$ cat src/rtl/ram_sequencer.sv
// Byte-wide RAM port sequencer: arbitrates fetch and data requesters round-robin
// and splits each 1/2/4/8-byte little-endian access into consecutive byte cycles.
module ram_sequencer #(
  parameter int AW = 16
) (
  input  logic          clk,
  input  logic          rst,
  input  logic          i_req,
  input  logic [AW-1:0] i_add,
  input  logic [1:0]    i_sz,
  output logic          i_gnt,
  output logic          i_done,
  output logic [63:0]   i_q,
  input  logic          d_req,
  input  logic          d_we,
  input  logic [AW-1:0] d_add,
  input  logic [1:0]    d_sz,
  input  logic [63:0]   d_wd,
  output logic          d_gnt,
  output logic          d_done,
  output logic [63:0]   d_q,
  output logic          busy,
  output logic [AW-1:0] ram_add,
  output logic [7:0]    ram_d,
  output logic          ram_we,
  input  logic [7:0]    ram_q,
  output logic [1:0]    dbg_state
);

  // Handshake: a requester holds req (with its attributes) until it sees its gnt
  // in the same cycle; gnt only rises in IDLE, and attributes are sampled at that edge.
  typedef enum logic [1:0] {S_IDLE, S_XFER, S_DRAIN, S_DONE} state_t;

  state_t        state_q, state_d;
  logic          owner_q, owner_d;      // 1 = data requester
  logic          last_q, last_d;        // 1 = data was granted last
  logic [AW-1:0] base_q, base_d;
  logic [2:0]    last_idx_q, last_idx_d;
  logic          we_q, we_d;
  logic [63:0]   wdata_q, wdata_d;
  logic [2:0]    cnt_q, cnt_d;
  logic [63:0]   rbuf_q, rbuf_d;
  logic [63:0]   i_q_q, i_q_d;
  logic [63:0]   d_q_q, d_q_d;
  logic [63:0]   byte_mask;
  logic          grant_f;

  function automatic logic [2:0] last_of(input logic [1:0] sz);
    case (sz)
      2'b00:   last_of = 3'd0;
      2'b01:   last_of = 3'd1;
      2'b10:   last_of = 3'd3;
      default: last_of = 3'd7;
    endcase
  endfunction

  always_comb begin
    byte_mask = '0;
    for (int k = 0; k < 8; k++) begin
      byte_mask[k*8 +: 8] = (3'(k) <= last_idx_q) ? 8'hFF : 8'h00;
    end
  end

  always_comb begin
    state_d    = state_q;
    owner_d    = owner_q;
    last_d     = last_q;
    base_d     = base_q;
    last_idx_d = last_idx_q;
    we_d       = we_q;
    wdata_d    = wdata_q;
    cnt_d      = cnt_q;
    rbuf_d     = rbuf_q;
    i_q_d      = i_q_q;
    d_q_d      = d_q_q;
    i_gnt      = 1'b0;
    d_gnt      = 1'b0;
    i_done     = 1'b0;
    d_done     = 1'b0;
    grant_f    = i_req && (!d_req || last_q);
    case (state_q)
      S_IDLE: begin
        if (!rst && (i_req || d_req)) begin
          i_gnt      = grant_f;
          d_gnt      = !grant_f;
          state_d    = S_XFER;
          owner_d    = !grant_f;
          last_d     = !grant_f;
          base_d     = grant_f ? i_add : d_add;
          last_idx_d = last_of(grant_f ? i_sz : d_sz);
          we_d       = !grant_f && d_we;
          wdata_d    = grant_f ? 64'd0 : d_wd;
          cnt_d      = 3'd0;
          rbuf_d     = 64'd0;
        end
      end
      S_XFER: begin
        // Synchronous RAM: the byte addressed last cycle arrives now.
        if (!we_q && cnt_q != 3'd0) begin
          rbuf_d[{cnt_q - 3'd1, 3'b000} +: 8] = ram_q;
        end
        if (cnt_q == last_idx_q) begin
          state_d = we_q ? S_DONE : S_DRAIN;
        end else begin
          cnt_d = cnt_q + 3'd1;
        end
      end
      S_DRAIN: begin
        rbuf_d[{last_idx_q, 3'b000} +: 8] = ram_q;
        if (owner_q) d_q_d = rbuf_d & byte_mask;
        else         i_q_d = rbuf_d & byte_mask;
        state_d = S_DONE;
      end
      S_DONE: begin
        i_done  = !owner_q;
        d_done  = owner_q;
        state_d = S_IDLE;
      end
      default: state_d = S_IDLE;
    endcase
  end

  always_ff @(posedge clk) begin
    if (rst) begin
      state_q    <= S_IDLE;
      owner_q    <= 1'b0;
      last_q     <= 1'b1;
      base_q     <= '0;
      last_idx_q <= 3'd0;
      we_q       <= 1'b0;
      wdata_q    <= 64'd0;
      cnt_q      <= 3'd0;
      rbuf_q     <= 64'd0;
      i_q_q      <= 64'd0;
      d_q_q      <= 64'd0;
    end else begin
      state_q    <= state_d;
      owner_q    <= owner_d;
      last_q     <= last_d;
      base_q     <= base_d;
      last_idx_q <= last_idx_d;
      we_q       <= we_d;
      wdata_q    <= wdata_d;
      cnt_q      <= cnt_d;
      rbuf_q     <= rbuf_d;
      i_q_q      <= i_q_d;
      d_q_q      <= d_q_d;
    end
  end

  assign ram_add   = base_q + AW'(cnt_q);
  assign ram_d     = wdata_q[{cnt_q, 3'b000} +: 8];
  assign ram_we    = (state_q == S_XFER) && we_q;
  assign busy      = (state_q != S_IDLE);
  assign i_q       = i_q_q;
  assign d_q       = d_q_q;
  assign dbg_state = state_q;

endmodule

$ cat config.mk
export PLATFORM = sky130hd
export DESIGN_NAME = ram_sequencer
export DESIGN_NICKNAME = d
export VERILOG_FILES = /design/src/rtl/ram_sequencer.sv
export SDC_FILE = /design/constraint.sdc
export NUM_CORES = 1
export LEC_CHECK = 0
export ABC_AREA = 1
export BUFFER_PORTS_ARGS = -buffer_cell sky130_fd_sc_hd__buf_2
export CORE_UTILIZATION = 61
export CTS_CLUSTER_SIZE = 30
export DETAILED_ROUTE_END_ITERATION = 6
export PLACE_DENSITY = 0.87
export SLEW_MARGIN = 15
export SYNTH_ARGS = -nofsm -noshare
export SYNTH_HDL_FRONTEND = slang
export SYNTH_SLANG_ARGS = --single-unit
export TNS_END_PERCENT = 5
$ cat constraint.sdc
create_clock -name clk -period 6.79 [get_ports clk]
set_clock_uncertainty 0.1 [all_clocks]
set_input_delay 0.3395 -clock clk [delete_from_list [all_inputs] [get_ports clk]]
set_output_delay 0.3395 -clock clk [all_outputs]
set_load 0.1 [all_outputs]
# == After elaboration in Yosys (flattened, before gate mapping) ==
# Cells that the tools add are included.
# totals
regBits,283
inputBits,113
elab_cells,95
# classes
n_addsub,5
magnitude_cmp,8
n_eq_ne,10
shift,5
mux,30
bitwise,2
reduce_logical,24
# op_table
cell,count
$mux W64,3
$pmux W64 S3,1
$bwmux W64,2
$shift A8 B8 Y64 const A,2
$shiftx A8 B8 Y64,2
$and A64 B64 Y64,1
$mux W8,8
$shiftx A64 B7 Y8,1
$add A16 B3 Y16,1
$mux W16,1
$neg A6 Y8,2
$le A3 B3 Y1 const A,4
$pmux W3 S3,1
$ne A2 B2 Y1 const B,4
$pmux W2 S4,1
$reduce_and A2 Y1,4
$mux W1,7
$eq A2 B2 Y1 const B,3
$le A1 B3 Y1 const A,2
$le A2 B3 Y1 const A,2
$mux W2,3
$mux W3,2
$pmux W3 S2,1
$reduce_and A3 Y1,2
other kinds (11),24

# == Logic depth before layout (Yosys ltp) ==
# logic_depth
word_depth,6
ltp_mapped,18
mapped_depth_nobuf,15

# == Least setup slack after synthesis ==
# OpenSTA, ideal clock, no wires.
# synth_timing
kind,register to output
start,register cnt_q[1]
end,output port ram_add[12]
t_arrival_ns,3.594
path_slack_ns,2.756
path_stages_with_launch,10
n_path_buf,2
cell_sequence,dfxtp_1 -> clkbuf_1 -> inv_1 -> clkbuf_1 -> fa_1 -> o21ai_1 -> nand2_1 -> nor2_1 -> nand2_1 -> xnor2_1
# synth_between
elab_chain_cells,1
# synth_lines
element,line_no,source
start: declaration,41,"logic [2:0] cnt_q, cnt_d;"
start signal: assignment,144,cnt_q <= cnt_d;
$add A16 B3 Y16,151,assign ram_add = base_q + AW'(cnt_q);
end: declaration,23,"output logic [AW-1:0] ram_add,"
# Every way passes these cells.

# == Worst setup path after layout ==
# layout_timing
start,register cnt_q[1]
end,output port ram_add[14]
# The elaborated chain is that of the path after synthesis.

==> flow_metrics.py <==
metrics = {
    "run_status": {
        "outcome": "complete, but fails checks",
        "violations": "design-rule violations",
    },
    "detailed_routing": {
        "drt-vias-per-instance": 6.21,
        "drtAntennaViolNets": 0,
        "firstDrtPassIters": 7,
        "drcViolationCount": 6,
        "vias": 16900,
        "drt_iter0_drc": 2196,
        "wl_per_cell_um": 20.1,
        "wirelength_mm": 54.7,
    },
    "layout": {
        "filler_cell_count": 1701,
        "area_delta_synth_final_pct": 21.1,
        "fin_util": 0.751,
        "finish.cell_count_without_fillers": 2723,
        "fin_nets": 2519,
        "drive_gt1_frac": 0.171,
        "fin_area_mm2": 0.0176,
    },
    "sta": {
        "min_period_ns": 4.47,
        "setup_viol": 0,
        "layout_setup_ws_ns": 2.32,
        "fmax_mhz": 224,
        "hold_viol_final": 0,
        "report.final.slew_viol_count": 0,
        "setup-tns-final_ns": 0,
        "worst-slew-pin-transition_ns": 1.03,
        "hold_ws_ns": 0.00152,
        "relSlewSlack": 0.313,
        "grt_setup_unrepaired": "false",
        "final.period_utilization": 0.659,
    },
    "grt": {
        "track_usage": 0.437,
        "grt_busiest_layer": "met2",
        "grt_pass1_wl_mm": 83.9,
        "use_met3": 0.0922,
        "grtUsageMet2": 0.697,
        "antenna_found_initial": 2,
        "met1_usage": 0.536,
        "grt_max_degree": 100,
        "grt_pass1_vias": 15400,
        "overflow": 0,
    },
    "pwr": {
        "ir_worst_vdd_mv": 0.451,
        "power_mw": 7.74,
        "powerDensity_mw_per_mm2": 441,
        "power_leakage_nw": 7.98,
    },
    "synthesis": {
        "synth.yosys.seq_area_share": 0.390,
        "synth_top_area_cell": "dfxtp_1",
        "netlist.area_leader.share": 0.390,
        "synth_nets": 2263,
        "synth.distinct_cells": 37,
        "ys_warn_count": 0,
        "synthTopCellsByArea": "dfxtp_1, nand2_1, nand3_1, a21oi_1, o21ai_0",
        "syn-mean-instance-area_um2": 6.83,
        "netlist_instances": 2126,
        "synth_seq_cells": 283,
        "syn_area_mm2": 0.0145,
    },
    "setup_path": {
        "cp_max_fo": 23,
        "crit_required_ns": 6.35,
        "crit_type": "reg2out",
        "crit_path_end_kind": "output port",
        "cp.arrival_ns": 4.03,
        "crit_path_start_kind": "register",
    },
    "place": {
        "place_area_mm2": 0.0156,
        "place_congestion": 0.993,
        "io_buffers": 272,
        "dpl.hpwl_mm": 32.2,
        "place_inst": 2576,
        "pre_cts_ws_ns": 2.62,
    },
    "die": {
        "std_cell_rows": 56,
        "die_area_mm2": 0.0244,
        "die_y_um": 156,
        "dieWidth_um": 156,
        "start_util": 0.620,
        "io_pins": 273,
        "core_area_mm2": 0.0234,
    },
    "cts": {
        "cts.sink_count": 283,
        "postCtsSetupRepairBufs": 0,
        "clk_path_buf_depth": 3,
        "ctsRootBufferMaster": "clkbuf_16",
        "cts_tree": "done",
        "cts.htree.levels": 1,
        "cts-buffers-inserted": 28,
        "clk_pin_slew_worst_paths_ns": 0.07,
        "clk_latency_ns": 0.55,
    },
    "flow_run": {
        "cap_viol_max_count": 0,
    },
    "worst_hold_path": {
        "hold_path_class": "in2reg",
    },
}
## cells in the final DEF (no fill, tap or decap), types with 5 or more instances in the layout
master | synthesis | final
inv_1 | 110 | 109
nor2_2 | 9 | 9
nand4_1 | 17 | 17
o21ai_0 | 170 | 170
buf_2 | 40 | 271
clkinv_2 | 0 | 5
clkinv_1 | 7 | 7
xor2_1 | 10 | 10
clkbuf_8 | 0 | 6
a21oi_1 | 258 | 258
o22ai_1 | 16 | 16
nor2_1 | 44 | 43
xnor2_1 | 6 | 6
a21oi_2 | 8 | 8
buf_4 | 12 | 11
nand2_1 | 569 | 569
nand3_1 | 363 | 363
dlygate4sd3_1 | 0 | 95
inv_2 | 11 | 11
clkbuf_16 | 0 | 29
dfxtp_1 | 283 | 283
a31oi_1 | 17 | 17
nand3_2 | 11 | 11
nand2_2 | 19 | 19
ha_1 | 23 | 21
## synth_stat cells
library cell  count
nor2_2            9
a21oi_2           8
nor3b_4           1
nand3_4           2
ha_1             23
fa_1              1
nand3_2          11
inv_2            11
nor2_1           44
clkinv_1          7
or2_2             2
o2111ai_1         2
nand2_4           4
buf_1             4
a31oi_1          17
nand2_1         569
o211ai_1          1
nand2_2          19
nand3_1         363
o21ai_0         170
nor2_4            3
nor3_1            2
buf_4            12
xnor2_1           6
buf_2            40
o21ai_1           1
nand4_1          17
clkbuf_1         83
buf_6            12
o21ai_2           1
o22ai_1          16
nor2_8            2
inv_4             2
inv_1           110
dfxtp_1         283
a21oi_1         258
xor2_1           10
## layer usage
metal | vias up | wire length, um
li1 | 7622 | -
met1 | 7679 | 20000
met2 | 1293 | 24600
met3 | 324 | 6170
met4 | 2 | 3970
met5 | - | 11
## cells by family after synthesis
logic type                 Yosys count  share of synthesized area
and+or+nand+nor                   1048                      0.324
AOI/OAI and AO/OA                  474                      0.169
DFF                                283                      0.390
buffers and inverters              281                     0.0857
adders and majority gates           24                     0.0212
xor gates and xnor gates            16                    0.00965
## final timing paths
kind / startpoint / to / slack, ns / cells past startpoint
worst max-delay path: cnt_q[1] / ram_add[14] / 2.32 / 8
worst min-delay path: i_add[3] / base_q[3] / 0.002 / 3
worst max register to register: cnt_q[1] / rbuf_q[48] / 2.39 / 7
worst min register to register: rbuf_q[17] / rbuf_q[17] / 0.37 / 2
## registers in the layout, indices dropped and copies added (netlist names)
| register | cells |
|---|---|
| dbg_state | 2 |
| we_q | 1 |
| rbuf_q | 64 |
| last_idx_q | 3 |
| owner_q | 1 |
| i_q | 64 |
| cnt_q | 3 |
| last_q | 1 |
| base_q | 16 |
| wdata_q | 64 |
| d_q | 64 |
## power breakdown
part / switching, mW / internal, mW / total, mW
sequential: 0.160 / 1.88 / 2.04
combinational: 3.30 / 0.708 / 4.01
clock: 0.697 / 1.00 / 1.70
total: 4.16 / 3.59 / 7.74
## repair_timing
action,in CTS,in global routing
resized for setup,0,0
hold endpoints to repair,80,0
hold buffers,95,0
## area by class of cell
class	count	area, um^2	share of cell area
clock buffer	37	816	0.0464
clock inverter	14	190	0.0108
timing repair buffer	377	2390	0.136
sequential	283	5670	0.322
tap	319	399	0.0227
multi-input combinational	1562	7620	0.434
inverter	130	494	0.0281
antenna	1	2.50	0.000142
## critical path, cell delays in order, from the launching register on
cell	delay [ns]
dfxtp_1	0.89
inv_1	0.64
fa_1	0.62
o21ai_1	0.28
nand2_1	0.13
nor2_1	0.21
nand4_1	0.13
xor2_1	0.14
buf_2	0.44
(Power assumes the default switching activity.)
